File: config.mk
export PLATFORM = sky130hd
export DESIGN_NAME = rf_write_arbiter
export DESIGN_NICKNAME = d
export VERILOG_FILES = /design/src/rtl/rf_pkg.sv /design/src/rtl/rr_arbiter.sv /design/src/rtl/rf_write_arbiter.sv
export SDC_FILE = /design/constraint.sdc
export NUM_CORES = 1
export LEC_CHECK = 0
export BUFFER_PORTS_ARGS = -buffer_cell sky130_fd_sc_hd__buf_2
export CELL_PAD_IN_SITES_DETAIL_PLACEMENT = 1
export CELL_PAD_IN_SITES_GLOBAL_PLACEMENT = 2
export CORE_ASPECT_RATIO = 0.6
export CORE_MARGIN = 2
export CORE_UTILIZATION = 22
export DETAILED_ROUTE_END_ITERATION = 6
export PLACE_DENSITY_LB_ADDON = 0.25
export REMOVE_ABC_BUFFERS = 1
export SLEW_MARGIN = 20
export SYNTH_ARGS = -nofsm -noshare
export SYNTH_HDL_FRONTEND = slang
export SYNTH_HIERARCHICAL = 1
export SYNTH_SLANG_ARGS = --single-unit
File: constraint.sdc
create_clock -name clk -period 3.35 [get_ports clk]
set_clock_uncertainty 0.15 [all_clocks]
set_input_delay 0.8375 -clock clk [delete_from_list [all_inputs] [get_ports clk]]
set_output_delay 0.8375 -clock clk [all_outputs]
set_load 0.02 [all_outputs]
File: src/rtl/rf_pkg.sv
// Shared constants, write-request record and round-robin pick helper for the
// register-file write-port arbiter.
package rf_pkg;

  localparam int XLEN    = 32;
  localparam int AW      = 5;
  localparam int MAX_REQ = 8;

  typedef struct packed {
    logic [AW-1:0]   addr;
    logic [XLEN-1:0] data;
  } rf_wr_req_t;

  // First set bit of valid_mask at or above ptr, wrapping modulo n (n <= MAX_REQ).
  // Returns ptr when nothing is set; callers qualify with |valid_mask.
  function automatic logic [2:0] rr_pick(input logic [MAX_REQ-1:0] valid_mask,
                                         input logic [2:0]         ptr,
                                         input int                 n);
    logic [3:0] idx;
    logic       found;
    rr_pick = ptr;
    found   = 1'b0;
    for (int k = 0; k < MAX_REQ; k++) begin
      idx = {1'b0, ptr} + 4'(k);
      if (idx >= 4'(n)) idx = idx - 4'(n);
      if (!found && k < n && valid_mask[idx[2:0]]) begin
        rr_pick = idx[2:0];
        found   = 1'b1;
      end
    end
  endfunction

endpackage

File: src/rtl/rr_arbiter.sv
// Round-robin arbiter: N-wide request vector in, one-hot grant plus index out.
// Every grant is assumed accepted, so the pointer moves whenever any request is set.
module rr_arbiter #(
  parameter int N = 3
) (
  input  logic                 clk,
  input  logic                 rst_n,
  input  logic [N-1:0]         req,
  output logic [N-1:0]         gnt,
  output logic [$clog2(N)-1:0] gnt_idx
);
  import rf_pkg::*;

  localparam int IW = $clog2(N);

  logic [IW-1:0] rr_ptr;
  logic [IW-1:0] win;

  // NOTE: every signal assigned in always_comb gets a default first so no latch is inferred.
  always_comb begin
    win = IW'(rr_pick(MAX_REQ'(req), 3'(rr_ptr), N));
    gnt = '0;
    if (|req) gnt[win] = 1'b1;
  end

  assign gnt_idx = win;

  // NOTE: sequential state uses non-blocking assignments only.
  always_ff @(posedge clk or negedge rst_n) begin
    if (!rst_n) begin
      rr_ptr <= '0;
    end else if (|req) begin
      rr_ptr <= (win == IW'(N - 1)) ? '0 : win + 1'b1;
    end
  end

endmodule

File: src/rtl/rf_write_arbiter.sv
// Shares the single register-file write port among NUM_REQ requesters, latency 1.
// Define RF_ARB_FIXED_PRIO_EN for fixed lowest-index priority instead of round-robin.
module rf_write_arbiter #(
  parameter int NUM_REQ = 3,
  parameter int XLEN    = rf_pkg::XLEN,
  parameter int AW      = rf_pkg::AW
) (
  input  logic                       clk,
  input  logic                       rst_n,
  input  logic [NUM_REQ-1:0]         req_valid,
  output logic [NUM_REQ-1:0]         req_ready,
  input  logic [NUM_REQ*AW-1:0]      req_addr,
  input  logic [NUM_REQ*XLEN-1:0]    req_data,
  input  logic                       stall,
  output logic                       rf_we,
  output logic [AW-1:0]              rf_waddr,
  output logic [XLEN-1:0]            rf_wdata,
  output logic [$clog2(NUM_REQ)-1:0] grant_id,
  output logic [2**AW-1:0]           pend_mask
);
  import rf_pkg::*;

  localparam int GW = $clog2(NUM_REQ);

  logic [NUM_REQ-1:0] eligible;
  logic [GW-1:0]      win;
  logic               handshake;
  logic [AW-1:0]      sel_addr;
  logic [XLEN-1:0]    sel_data;

  // Ready is forced low while reset is held, not just after the first edge.
  assign eligible = req_valid & {NUM_REQ{~stall & rst_n}};

`ifdef RF_ARB_FIXED_PRIO_EN
  always_comb begin
    win       = GW'(rr_pick(MAX_REQ'(eligible), 3'd0, NUM_REQ));
    req_ready = '0;
    if (|eligible) req_ready[win] = 1'b1;
  end
`else
  rr_arbiter #(.N(NUM_REQ)) u_rr_arbiter (
    .clk     (clk),
    .rst_n   (rst_n),
    .req     (eligible),
    .gnt     (req_ready),
    .gnt_idx (win)
  );
`endif

  assign handshake = |(req_valid & req_ready);
  assign sel_addr  = req_addr[int'(win)*AW +: AW];
  assign sel_data  = req_data[int'(win)*XLEN +: XLEN];

  // Writes to x0 still take a grant slot but never raise rf_we.
  always_ff @(posedge clk or negedge rst_n) begin
    if (!rst_n) begin
      rf_we    <= 1'b0;
      rf_waddr <= '0;
      rf_wdata <= '0;
      grant_id <= '0;
    end else if (handshake) begin
      rf_we    <= (sel_addr != '0);
      rf_waddr <= sel_addr;
      rf_wdata <= sel_data;
      grant_id <= win;
    end else begin
      rf_we    <= 1'b0;
    end
  end

  always_comb begin
    pend_mask = '0;
    if (rf_we) pend_mask[rf_waddr] = 1'b1;
  end

endmodule

# --- After elaboration in Yosys (flattened, before gate mapping) ---
# Cells that the tools add are included.
totals:
  reg_bits: 42
  inputBits: 117
  out_inout_bits: 75
  elab_cells: 60
classes:
  add_sub_neg: 6
  n_mul: 1
  magnitude_cmp: 10
  eq_ne: 1
  shifts: 2
  muxes: 22
  bitwise: 4
  n_reduce_logical: 9
ops:
  columns: ["cell", "count"]
  rows:
  - ["indexed part select 96 x 8 -> 32 bit", 1]
  - ["two-way mux 32 bit", 1]
  - ["indexed part select 15 x 6 -> 5 bit", 1]
  - ["< comparator 3 x 4 -> 1 bit (second input constant)", 3]
  - ["two-way mux 3 bit", 4]
  - ["binary-select mux 1 bit (select 3 bit)", 3]
  - ["greater-or-equal comparator 4 x 2 -> 1 bit (second input constant)", 2]
  - ["two-way mux 1 bit", 8]
  - ["two-way mux 2 bit", 4]
  - ["bitwise AND 3 bit", 2]
  - ["< comparator 5 x 6 -> 1 bit (second input constant)", 1]
  - ["OR reduction 3 bit", 2]
  - ["subtractor 3 x 2 -> 3 bit (second input constant)", 2]
  - ["demux 1 bit (select 5 bit)", 1]
  - ["greater-or-equal comparator 5 x 1 -> 1 bit (second input constant)", 1]
  - ["multiplier 2 x 3 -> 5 bit (second input constant)", 1]
  - ["nonzero test 5 bit", 1]
  - ["logical AND 1 bit", 4]
  - ["adder 2 x 1 -> 3 bit (second input constant)", 1]
  - ["adder 2 x 2 -> 3 bit (second input constant)", 1]
  - ["< comparator 2 x 3 -> 1 bit (second input constant)", 1]
  - ["subtractor 2 x 2 -> 3 bit (second input constant)", 1]
  - ["adder 2 x 1 -> 2 bit (second input constant)", 1]
  - ["demux 1 bit (select 2 bit)", 1]
  - ["6 further kinds", 7]

# --- Depth between registers and ports, before layout ---
# Gate-level depths: netlist of the first run.
logic_depth:
  word_depth: 20
  mapped_depth: 14
  ltp_nobuf: 13

# --- Modules after synthesis ---
# Netlist of the first run, hierarchy kept.
modules_own_cells:
  columns: ["mod", "n_inst", "cells_per_inst", "area_per_inst_um2", "seq_area_each_um2"]
  rows:
  - ["rf_write_arbiter", 1, 294, 2536.2, 1001.0]
  - ["rr_arbiter", 1, 56, 432.9, 50.0]

# --- Worst setup path after synthesis of the first run ---
# No wires, ideal clock.
synth_timing:
  path_type: "input-to-reg"
  from: "input port rst_n"
  to: "register rf_wdata[10]"
  arrival_ps: 3438
  required_time_ps: 3074
  setup_slack_ps: -364
  stages: 14
  path_buffers: 2
  cell_sequence: "nor2b_1 and2_1 nand2b_4 a21boi_1 mux2_4 a21boi_1 nor2_2 inv_2 nor3_1 a22oi_2 nand2_4 buf_4 buf_2 a21oi_1"
synth_between:
  elab_chain_len: 18
synth_rtl:
  columns: ["element", "line_no", "text"]
  rows:
  - ["from (decl)", "rf_write_arbiter.sv:9", "input logic rst_n,"]
  - ["bitwise AND 1 bit (*)", "rf_write_arbiter.sv:32", "assign eligible = req_valid & {NUM_REQ{~stall & rst_n}};"]
  - ["bitwise AND 3 bit (*)", "rf_write_arbiter.sv:32", null]
  - ["net eligible[0]", "rf_write_arbiter.sv:25", "logic [NUM_REQ-1:0] eligible;"]
  - ["binary-select mux 1 bit (select 3 bit)", "rf_pkg.sv:26", "if (!found && k < n && valid_mask[idx[2:0]]) begin"]
  - ["two-way mux 1 bit (implied by the code)", "rf_pkg.sv:26", null]
  - ["two-way mux 1 bit", "rf_pkg.sv:26", null]
  - ["zero test 1 bit", "rf_pkg.sv:26", null]
  - ["logical AND 1 bit", "rf_pkg.sv:26", null]
  - ["[... 4 more ...]", null, null]
  - ["net win[1]", "rf_write_arbiter.sv:26", "logic [GW-1:0] win;"]
  - ["< comparator 2 x 3 -> 1 bit (implied by the code) or greater-or-equal comparator 2 x 1 -> 1 bit (tied branches)", "rr_arbiter.sv:23", "if (|req) gnt[win] = 1'b1;"]
  - ["logical AND 1 bit (implied by the code)", "rr_arbiter.sv:23", null]
  - ["two-way mux 1 bit (implied by the code)", "rr_arbiter.sv:23", null]
  - ["demux 1 bit (select 2 bit) (*)", null, null]
  - ["two-way mux 3 bit (*)", "rr_arbiter.sv:23", null]
  - ["net req_ready[0]", "rf_write_arbiter.sv:11", "output logic [NUM_REQ-1:0] req_ready,"]
  - ["bitwise AND 3 bit (*)", "rf_write_arbiter.sv:50", "assign handshake = |(req_valid & req_ready);"]
  - ["OR reduction 3 bit (*)", "rf_write_arbiter.sv:50", null]
  - ["to (signal assigned)", "rf_write_arbiter.sv:64", "rf_wdata <= sel_data;"]
  - ["to (decl)", "rf_write_arbiter.sv:17", "output logic [XLEN-1:0] rf_wdata,"]
# Mark *: on every way through the listed nets, which the timed path passes. The rest lies on a longest branch. The select of a mux whose other input is x is not followed.
# A chain may end at the register's enable or synchronous reset.

# --- Worst setup path in the final report of the first run ---
layout_timing:
  from: "input port rst_n"
  to: "output port req_ready[0]"
layout_between:
  elab_chain_len: 16
layout_rtl:
  columns: ["element", "line_no"]
  rows:
  - ["bitwise AND 1 bit (*)", "rf_write_arbiter.sv:32"]
  - ["bitwise AND 3 bit (*)", "rf_write_arbiter.sv:32"]
  - ["net eligible[0]", "rf_write_arbiter.sv:25"]
  - ["binary-select mux 1 bit (select 3 bit)", "rf_pkg.sv:26"]
  - ["two-way mux 1 bit (implied by the code)", "rf_pkg.sv:26"]
  - ["two-way mux 1 bit", "rf_pkg.sv:26"]
  - ["zero test 1 bit", "rf_pkg.sv:26"]
  - ["logical AND 1 bit", "rf_pkg.sv:26"]
  - ["[... 2 more ...]", null]
  - ["logical AND 1 bit", "rf_pkg.sv:26"]
  - ["two-way mux 2 bit (*)", "rf_pkg.sv:26"]
  - ["net win[1]", "rf_write_arbiter.sv:26"]
  - ["< comparator 2 x 3 -> 1 bit (implied by the code) or greater-or-equal comparator 2 x 1 -> 1 bit (tied branches)", "rr_arbiter.sv:23"]
  - ["logical AND 1 bit (implied by the code)", "rr_arbiter.sv:23"]
  - ["two-way mux 1 bit (implied by the code)", "rr_arbiter.sv:23"]
  - ["demux 1 bit (select 2 bit) (*)", null]
  - ["two-way mux 3 bit (*)", "rr_arbiter.sv:23"]
  - ["to (decl)", "rf_write_arbiter.sv:11"]
# Marked as above.

==> run metrics, run 1 <==
status finished with violations; failing checks negative setup slack; vias in the first global route approximately 3700; setup TNS -0.361 ns; DIE AREA approximately 14000 um^2; CP Max Fanout 7; RSZ-0062 raised after global routing true; initial antenna violation count 0; CP max-delay cell mux2_4; drt first pass iters 4; Via density around 4.6; global-route wire length before repair around 19000 um; Post-Syn Area roughly 3000 um^2; crit path capture type primary output; min setup slack post-route -0.159 ns; syn avg cell area 8.48 um^2; Detail Route Antenna Nets 0; worst-path cell chain buf_8 > nor2b_4 > and2_4 > nand2b_4 > a21boi_4 > mux2_4 > a21boi_4 > nor2_4 > inv_2 > nor3_4 > buf_6; number of library cell types mapped by synthesis 45; Final Hold Fails 0; antenna diode count 0; leak pwr about 0.0024 uW; Crit path arrival time 2.52 ns; CP dominant cell by count a21boi_4; minimum clock period between 3 and 4 ns; Worst Tran Pin Value just under 0.9 ns; cell count after synthesis between 300 and 400; slew margin rel. 0.407; clock root cell clkbuf_16; Slew Limit Fails 0; Synth Flop Type dfrtp_1; synthesized flop and latch total 42; post-layout util 0.370; final wirelength 12700 um; clk_lat worst skew 0.28 ns; clock sinks 42; Synth Warn # 6; CTS Buf Count 5; area of the core 13000 um^2; dpl ws -0.485 ns; global route overflow 0; num rows 32; # DRC 0; Die X-Extent ~150 um; Worst path max stage delay roughly 0.33 ns; GR Util All Layers 0.166; IO Pins about 190; initial core utilization 0.228; # hold bufs at CTS 0; FF-to-FF setup slack 0.16 ns; CTS H-Tree Depth 2; Max Buffers Root-to-Sink 2; PwrDens 1220 nW/um^2; Max-Cap Viols 0; fin crit share 1.05; Peak VDD IR about 0.45 mV; largest net degree at the start of global routing 43; GPL Wtd Cong 0.796; Placed Cells between 700 and 800; CP Launch Type input pin; via count 3438; fillers 1571; number of synthesized flops with an enable pin 0; Crit Path Category input pin to primary output; IO Port Bufs between 150 and 200; CTS tree done; Nets about 700; Die Y 94.0 um; sequential area share after synthesis 0.354; Final setup viols 3; Hold Crit Class flip-flop to flip-flop; required time of the critical path between 2 and 2.5 ns; HPWL after DPL roughly 9500 um; Finished Layout Cells 750; Reg clk slew, reported paths 0.06 ns; asr flop ratio synth 1.00; f_max between 200 and 300 MHz; share of layout cells above drive strength 1 0.516; drt first-iter violations between 70 and 80; DR WL/cell roughly 17 um; Area growth, synth to finish 62.2%
-- cell usage in the layout, fill, tap and decap left out, types with 2 or more instances in the layout --
cell         n
a21boi_1     2
a21boi_4     2
a21oi_1     65
a21oi_2      3
and2_4       5
buf_12       6
buf_2      187
buf_4       37
buf_6        8
buf_8        3
clkbuf_1     2
clkbuf_16    7
dfrtp_1     41
ha_1         3
inv_1        4
inv_2        2
mux2_2       6
mux2i_1     36
mux2i_2      2
nand2_1      7
nand3_1      4
nand3b_1     5
nor2_1      97
nor2_2       2
nor2_4       2
nor2b_4      4
nor3_1       2
nor3_4       2
o2bb2ai_1    2
o2bb2ai_2    2
or3_1        2
or3b_2       3
-- critical path, delay by kind of cell --
| kind | cells | cell delay, ns |
|---|---|---|
| AND/OR/NAND/NOR | 5 | 0.75 |
| multiplexers | 1 | 0.33 |
| buffers and inverters | 3 | 0.30 |
| AO/OA/AOI/OAI | 2 | 0.30 |
-- cell families (layout without fill, tap and decap cells) --
family,after synthesis,after routing,share of synthesized area
flip-flops,42,42,0.354
adder cells (fa/ha/maj),5,5,0.0211
AO/OA/AOI/OAI,89,89,0.176
buffers and inverters,26,256,0.0763
multiplexers,45,45,0.156
AND/OR/NAND/NOR,143,143,0.217
-- layer usage --
layer / vias to the layer above / global-route usage / part of all wire / wire length [um]
met5: - / 0 / 0 / 0
met4: 0 / 0.0335 / 0.013 / 168
met3: 10 / 0.0484 / 0.070 / 886
met2: 119 / 0.277 / 0.47 / 5960
met1: 1641 / 0.216 / 0.45 / 5650
li1: 1668 / - / - / -
-- power by group --
part / leakage (uW) / internal, uW / switching, uW
clock: 0.0000640 / 273 / 200
sequential: 0.000480 / 778 / 205
combinational: 0.00181 / 2000 / 2420
total: 0.00236 / 3060 / 2830
-- what timing repair did --
action | 4_1_cts | 5_1_grt
gates resized for setup | 39 | 38
pin swaps | 7 | 13
setup endpoints to repair | 38 | 43
buffers inserted | 3 | 16
cloned | 0 | 3
-- stage by stage --
step | hold WS [ns] | power (uW) | cell area [um^2]
finish | 0.373 | 5880 | 4810
detailed placement | 0.363 | 4570 | 4200
CTS | 0.379 | 5270 | 4490
global placement | 0.342 | 4480 | 4200
floorplan | 0.392 | 3210 | 2770
global route | 0.407 | 6410 | 4810
-- cells in the mapped netlist, types with 2 or more instances --
cell type    n  area (um^2)
a21boi_1     3         22.5
a21oi_1     68          340
and2_1       5         31.3
buf_12       3         60.1
buf_2        6         30.0
buf_4        3         22.5
buf_6        3         33.8
clkbuf_8     3         41.3
dfrtp_1     42         1050
ha_1         5         62.6
inv_1        5         18.8
mux2_2       6         67.6
mux2i_1     38          380
nand2_1      8         30.0
nand3_1      4         20.0
nand3b_1     5         37.5
nor2_1     100          375
nor2b_1      4         25.0
nor3_1       5         25.0
o21ai_0      3         15.0
o2bb2ai_1    4         35.0
or3_1        2         12.5
or3b_2       3         26.3
-- cell type report --
type                    instances  area (um^2)  area share
clock buffers                   7          133      0.0275
inverters                       6         22.5     0.00468
multi-input cells             282         1880       0.390
flip-flops and latches         42         1050       0.219
well taps                     170          213      0.0442
repair buffers                243         1520       0.315
-- flip-flops by register name (all words and copies together), names as in the netlist --
| register | count |
|---|---|
| grant_id | 2 |
| rf_we | 1 |
| rf_waddr | 5 |
| rf_wdata | 32 |
| u_rr_arbiter/rr_ptr | 2 |
-- final timing paths --
path | from | endpoint | cells past startpoint
max in group asynchronous | rst_n | u_rr_arbiter/rr_ptr[0]$_DFFE_PN0N_ | 3
max | rst_n | req_ready[0] | 11
max reg2reg | u_rr_arbiter/rr_ptr[1]$_DFFE_PN0N_ | rf_waddr[3]$_DFFE_PN0P_ | 16
min | grant_id[0]$_DFFE_PN0P_ | grant_id[0]$_DFFE_PN0P_ | 1
min in group asynchronous | rst_n | rf_wdata[0]$_DFFE_PN0P_ | 3
min reg2reg | grant_id[0]$_DFFE_PN0P_ | grant_id[0]$_DFFE_PN0P_ | 1
Power figures use the tool's default switching activity.
==> inputs of run 2 (changes only) <==
Settings changed: BUFFER_PORTS_ARGS -buffer_cell sky130_fd_sc_hd__buf_2 to -buffer_cell sky130_fd_sc_hd__buf_4.
==> run metrics, run 2 (synthesis gave the netlist of run 1 again) <==
final wirelength 13500 um (+6.3%); fillers 1534 (-2.4%); Final Instance Area 5480 um^2 (+14%); Final Hold Fails 0 (unchanged); clock sinks 42 (unchanged); antenna diode count 0 (unchanged); CP max-delay cell and2_4; Placed Cells 726 (+0.41%); minimum clock period 3.54 ns (+0.0297 ns); clk_lat worst skew 0.29 ns (about the same); CTS tree done; Peak VDD IR 0.397 mV (-12%); Detail Route Antenna Nets 0 (unchanged); drt first-iter violations 63 (-20%); CP Launch Type input pin; global-route wire length before repair 18900 um (-0.66%); Die X-Extent 154 um (unchanged); worst min-delay path startpoint grant_id[0]$_DFFE_PN0P_; min setup slack post-route -0.188 ns (-0.0297 ns); initial core utilization 0.228 (unchanged); CTS H-Tree Depth 2 (unchanged); CP top delay family simple AND/OR/NAND/NOR gates; Nets 705 (+0.43%); Via density 4.59 (+0.15%); Die Y 94.0 um (unchanged); vias in the first global route 3557 (-3.6%); Max-Cap Viols 0 (unchanged); Most flops, register rf_wdata; largest net degree at the start of global routing 43 (unchanged); num rows 32 (unchanged); DR WL/cell 17.9 um (+5.9%); GR Util All Layers 0.165 (-0.00128); worst reg2reg startpoint u_rr_arbiter/rr_ptr[0]$_DFFE_PN0N_; Crit path arrival time 2.55 ns (+0.03 ns); IO Pins 192 (unchanged); required time of the critical path 2.36 ns (about the same); crit path launch rst_n; IO Port Bufs 191 (unchanged); Reg clk slew, reported paths 0.07 ns (about the same); CTS Buf Count 5 (unchanged); CP dominant cell by count and2_4; HPWL after DPL 9420 um (-0.37%); GPL Wtd Cong 0.795 (-0.19%); Finished Layout Cells 753 (+0.40%); Max Buffers Root-to-Sink 2 (unchanged); # DRC 0 (unchanged); Post-DP Area 4700 um^2 (+12%); Slew Limit Fails 0 (unchanged); failing checks negative setup slack; f_max 283 MHz (-0.84%); leak pwr 0.00256 uW (+8.8%); worst-path cell chain buf_8 > nor2b_4 > and2_4 > nand2b_4 > a21boi_4 > mux2_4 > nand4_1 > and2_4 > nor3_4 > buf_6; Worst Tran Pin Value 0.570 ns (-0.312 ns); share of layout cells above drive strength 1 0.532 (+0.0162); clock root cell clkbuf_16; fin crit share 1.06 (+0.00888); via count 3457 (+0.55%); Area growth, synth to finish 84.5%; drt first pass iters 4 (unchanged); Crit Path Category input pin to primary output; biggest regs rf_wdata (32), rf_waddr (5); DIE AREA 14500 um^2 (unchanged); Final setup viols 4 (+1); # hold bufs at CTS 0 (unchanged); PwrDens 1180 nW/um^2 (-3.7%); RSZ-0062 raised after global routing true; Bufs and invs on worst path 2 (-1); Power, Total 6450 uW (+9.6%); Worst path max stage delay 0.27 ns (-0.06 ns); commonest non-fill, non-tap cell in the layout buf_4; global route overflow 0 (unchanged); status finished with violations; area of the core 13000 um^2 (unchanged); crit path capture type primary output; initial antenna violation count 0 (unchanged); slew margin rel. 0.620 (+0.213); max reg flops 32 (unchanged); Hold Crit Class flip-flop to flip-flop; CP Max Fanout 6 (-1); most frequent cells in the layout 219 x buf_4, 97 x nor2_1, 61 x a21oi_1
-- run 2: changes by cell type in the layout (fill, tap and decap cells not counted), moves of 2 or more --
cell	previous run	this run
nor2_4	2	4
buf_12	6	3
a21oi_2	3	6
nor2_2	2	0
nand2_8	0	2
buf_6	8	15
a21oi_1	65	61
clkbuf_1	2	0
mux2i_1	36	34
mux2i_4	0	2
buf_4	37	219
buf_2	187	0
-- run 2: layout make-up --
class | instances | area [um^2] | share of cell area
Clock buffer | 6 | 139 | 0.0253
Clock inverter | 1 | 30.0 | 0.00548
Inverter | 6 | 22.5 | 0.00411
Multi-Input combinational cell | 284 | 2000 | 0.365
Sequential cell | 42 | 1050 | 0.192
Tap cell | 170 | 213 | 0.0388
Timing Repair Buffer | 244 | 2020 | 0.369
-- run 2: worst paths after layout --
kind / endpoint / depth (start not counted) / slack, ns
max: req_ready[0] / 10 / -0.19
min: grant_id[0]$_DFFE_PN0P_ / 1 / 0.36
max reg2reg: rf_we$_DFF_PN0_ / 15 / 0.08
min reg2reg: grant_id[0]$_DFFE_PN0P_ / 1 / 0.36
max in group asynchronous: u_rr_arbiter/rr_ptr[0]$_DFFE_PN0N_ / 2 / 2.15
min in group asynchronous: rf_wdata[15]$_DFFE_PN0P_ / 2 / 0.49
-- run 2: worst reg2reg max path, stage by stage, from the launching register on --
cell       delay, ns
dfrtp_2         0.42
inv_1           0.08
ha_1            0.31
and2_4          0.20
nor3_4          0.20
o211ai_1        0.19
a221oi_4        0.30
nor2_4          0.09
inv_2           0.10
buf_6           0.11
buf_8           0.12
buf_12          0.13
mux2i_4         0.26
o2bb2ai_4       0.11
nor4_4          0.28
a21boi_1        0.10
-- run 2: repair_timing --
action                     CTS  global route
setup buffers                7            11
pin swaps                   12            24
gates resized for setup     34            61
gates cloned                 0             6
setup endpoints to repair   43            43
-- run 2: stage by stage --
step | setup TNS [ns] | worst slack, ns | util | hold slack [ns]
2_1_floorplan | -48.71 | -1.26 | - | 0.392
3_3_place_gp | -15.55 | -0.495 | 0.361 | 0.352
3_5_place_dp | -21.36 | -0.600 | 0.361 | 0.354
4_1_cts | -1.41 | -0.111 | 0.388 | 0.369
5_1_grt | -2.62 | -0.266 | 0.421 | 0.385
6_report | -0.511 | -0.188 | 0.421 | 0.363
-- run 2: report_power, final --
group          leakage (uW)  internal, uW  switching, uW
logic               0.00200          2300           2580
registers          0.000480           778            216
clock network     0.0000829           368            202
-- run 2: per-layer routing --
metal | vias to the layer above | GRT usage | wire length [um] | part of all wire
met3 | 4 | 0.0535 | 887 | 0.066
met4 | 0 | 0.0257 | 60 | 0.0045
met2 | 106 | 0.267 | 6410 | 0.48
met1 | 1660 | 0.219 | 6100 | 0.45
met5 | - | 0 | 0 | 0
li1 | 1687 | - | - | -
==> inputs of run 3 (changes only) <==
--- a/constraint.sdc
+++ b/constraint.sdc
@@ -3,3 +3,3 @@
 set_input_delay 0.8375 -clock clk [delete_from_list [all_inputs] [get_ports clk]]
 set_output_delay 0.8375 -clock clk [all_outputs]
-set_load 0.02 [all_outputs]
+set_load 0.1 [all_outputs]
==> run metrics, run 3 (synthesis gave the netlist of run 1 again) <==
Via density 4.51 (-1.7%); Slew Limit Fails 0 (unchanged); worst-path cell chain buf_8 > nor2b_4 > and2_4 > nand2b_4 > a21boi_4 > mux2_4 > a21boi_4 > nor2_4 > inv_2 > nor3_4 > buf_12; grt peak-use layer met2; largest net degree at the start of global routing 43 (unchanged); Detail Route Antenna Nets 0 (unchanged); # DRC 0 (unchanged); antenna diode count 0 (unchanged); Area growth, synth to finish 81.0%; Max Buffers Root-to-Sink 2 (unchanged); drt first-iter violations 63 (unchanged); Die X-Extent 154 um (unchanged); Worst path max stage delay 0.31 ns (+0.04 ns); CP top delay family simple AND/OR/NAND/NOR gates; routing usage on met1 0.218 (-0.00154); share of layout cells above drive strength 1 0.520 (-0.0120); CP Max Fanout 6 (unchanged); Crit path arrival time 2.63 ns (+0.08 ns); minimum clock period 3.62 ns (+0.0791 ns); clock sinks 42 (unchanged); f_max 276 MHz (-2.2%); final wirelength 12700 um (-5.5%); Bufs and invs on worst path 3 (+1); GR Util All Layers 0.168 (+0.00289); via count 3397 (-1.7%); IO Port Bufs 191 (unchanged); slew margin rel. 0.477 (-0.143); commonest non-fill, non-tap cell in the layout buf_4; Max-Cap Viols 0 (unchanged); drt first pass iters 4 (unchanged); Most flops, register rf_wdata; HPWL after DPL 9750 um (+3.5%); initial core utilization 0.228 (unchanged); CP max-delay cell mux2_4; Reg clk slew, reported paths 0.06 ns (about the same); setup TNS -0.721 ns (-0.210 ns); global route overflow 0 (unchanged); M3 GR Usage 0.0517 (-0.00185); Die Y 94.0 um (unchanged); required time of the critical path 2.36 ns (about the same); initial antenna violation count 0 (unchanged); CP Launch Type input pin; CTS tree done; crit path capture type primary output; Worst Tran Pin Value 0.779 ns (+0.208 ns); biggest regs rf_wdata (32), rf_waddr (5); vias in the first global route 3728 (+4.8%); Final setup viols 3 (-1); IO Pins 192 (unchanged); failing checks negative setup slack; DR WL/cell 16.9 um (-5.5%); DIE AREA 14500 um^2 (unchanged); RSZ-0062 raised after global routing true; clock root cell clkbuf_16; clk_lat worst skew 0.28 ns (about the same); Nets 705 (unchanged); Final Hold Fails 0 (unchanged); most frequent cells in the layout 225 x buf_4, 90 x nor2_1, 66 x a21oi_1; M2 GR Usage 0.282 (+0.0149); CTS Buf Count 5 (unchanged); CTS H-Tree Depth 2 (unchanged); Crit Path Category input pin to primary output; status finished with violations; num rows 32 (unchanged); max reg flops 32 (unchanged); GPL Wtd Cong 0.851 (+7.0%); area of the core 13000 um^2 (unchanged); fin crit share 1.08 (+0.0236); Hold Crit Class flip-flop to flip-flop; min setup slack post-route -0.268 ns (-0.0791 ns); global-route wire length before repair 19100 um (+1.2%); CP dominant cell by count a21boi_4
## run 3: cell count changes in the layout (fill, tap and decap cells not counted), moves of 4 or more
| cell | change |
|---|---|
| a21oi_1 | +5 |
| a21oi_2 | -4 |
| nor2_1 | -7 |
| buf_6 | -8 |
| buf_4 | +6 |
| mux2i_1 | +4 |
| nor2_2 | +6 |
## run 3: metal layers
metal	share of wire	vias to the layer above	wire (um)
li1	-	1676	-
met1	0.46	1617	5810
met2	0.47	100	6040
met3	0.064	4	820
met4	0.0045	0	57
met5	0	-	0
## run 3: layout make-up
class	count	area (um^2)
Sequential cell	42	1050
Clock inverter	2	10.0
Clock buffer	5	125
Multi-Input combinational cell	282	1880
Tap cell	170	213
Fill cell	1544	7640
Inverter	6	22.5
Timing Repair Buffer	246	2070
## run 3: path summary, 6_finish.rpt
path / start / to / slack (ns) / cells after the start
max reg2reg: u_rr_arbiter/rr_ptr[0]$_DFFE_PN0N_ / rf_wdata[25]$_DFFE_PN0P_ / 0.14 / 14
min: grant_id[0]$_DFFE_PN0P_ / grant_id[0]$_DFFE_PN0P_ / 0.36 / 1
min reg2reg: grant_id[0]$_DFFE_PN0P_ / grant_id[0]$_DFFE_PN0P_ / 0.36 / 1
min in group asynchronous: rst_n / rf_wdata[15]$_DFFE_PN0P_ / 0.48 / 2
max in group asynchronous: rst_n / u_rr_arbiter/rr_ptr[0]$_DFFE_PN0N_ / 2.16 / 2
max: rst_n / req_ready[0] / -0.27 / 11
## run 3: repair_timing
item                                    in CTS  in global routing
setup buffers                                2                  4
cloned                                       0                  5
hold buffers                                 0                  0
gates resized for setup                     43                 28
endpoints found under the setup margin      41                 43
pin swaps                                   10                 13
## run 3: stage by stage
stage                      util  hold slack [ns]  area, um^2  std cells  setup WS (ns)
final                     0.413            0.361        5370        753         -0.268
after floorplan               -            0.392        2770        330          -2.83
after detailed placement  0.369            0.356        4800        736         -0.603
after global placement    0.369            0.349        4800        736         -0.569
after global routing      0.413            0.383        5370        753         -0.327
after CTS                 0.394            0.370        5130        745         -0.206
Power of run 3 is left out: the tool's default activity adds up to more than one toggle a clock period on the data nets, which glitch-free logic cannot reach.
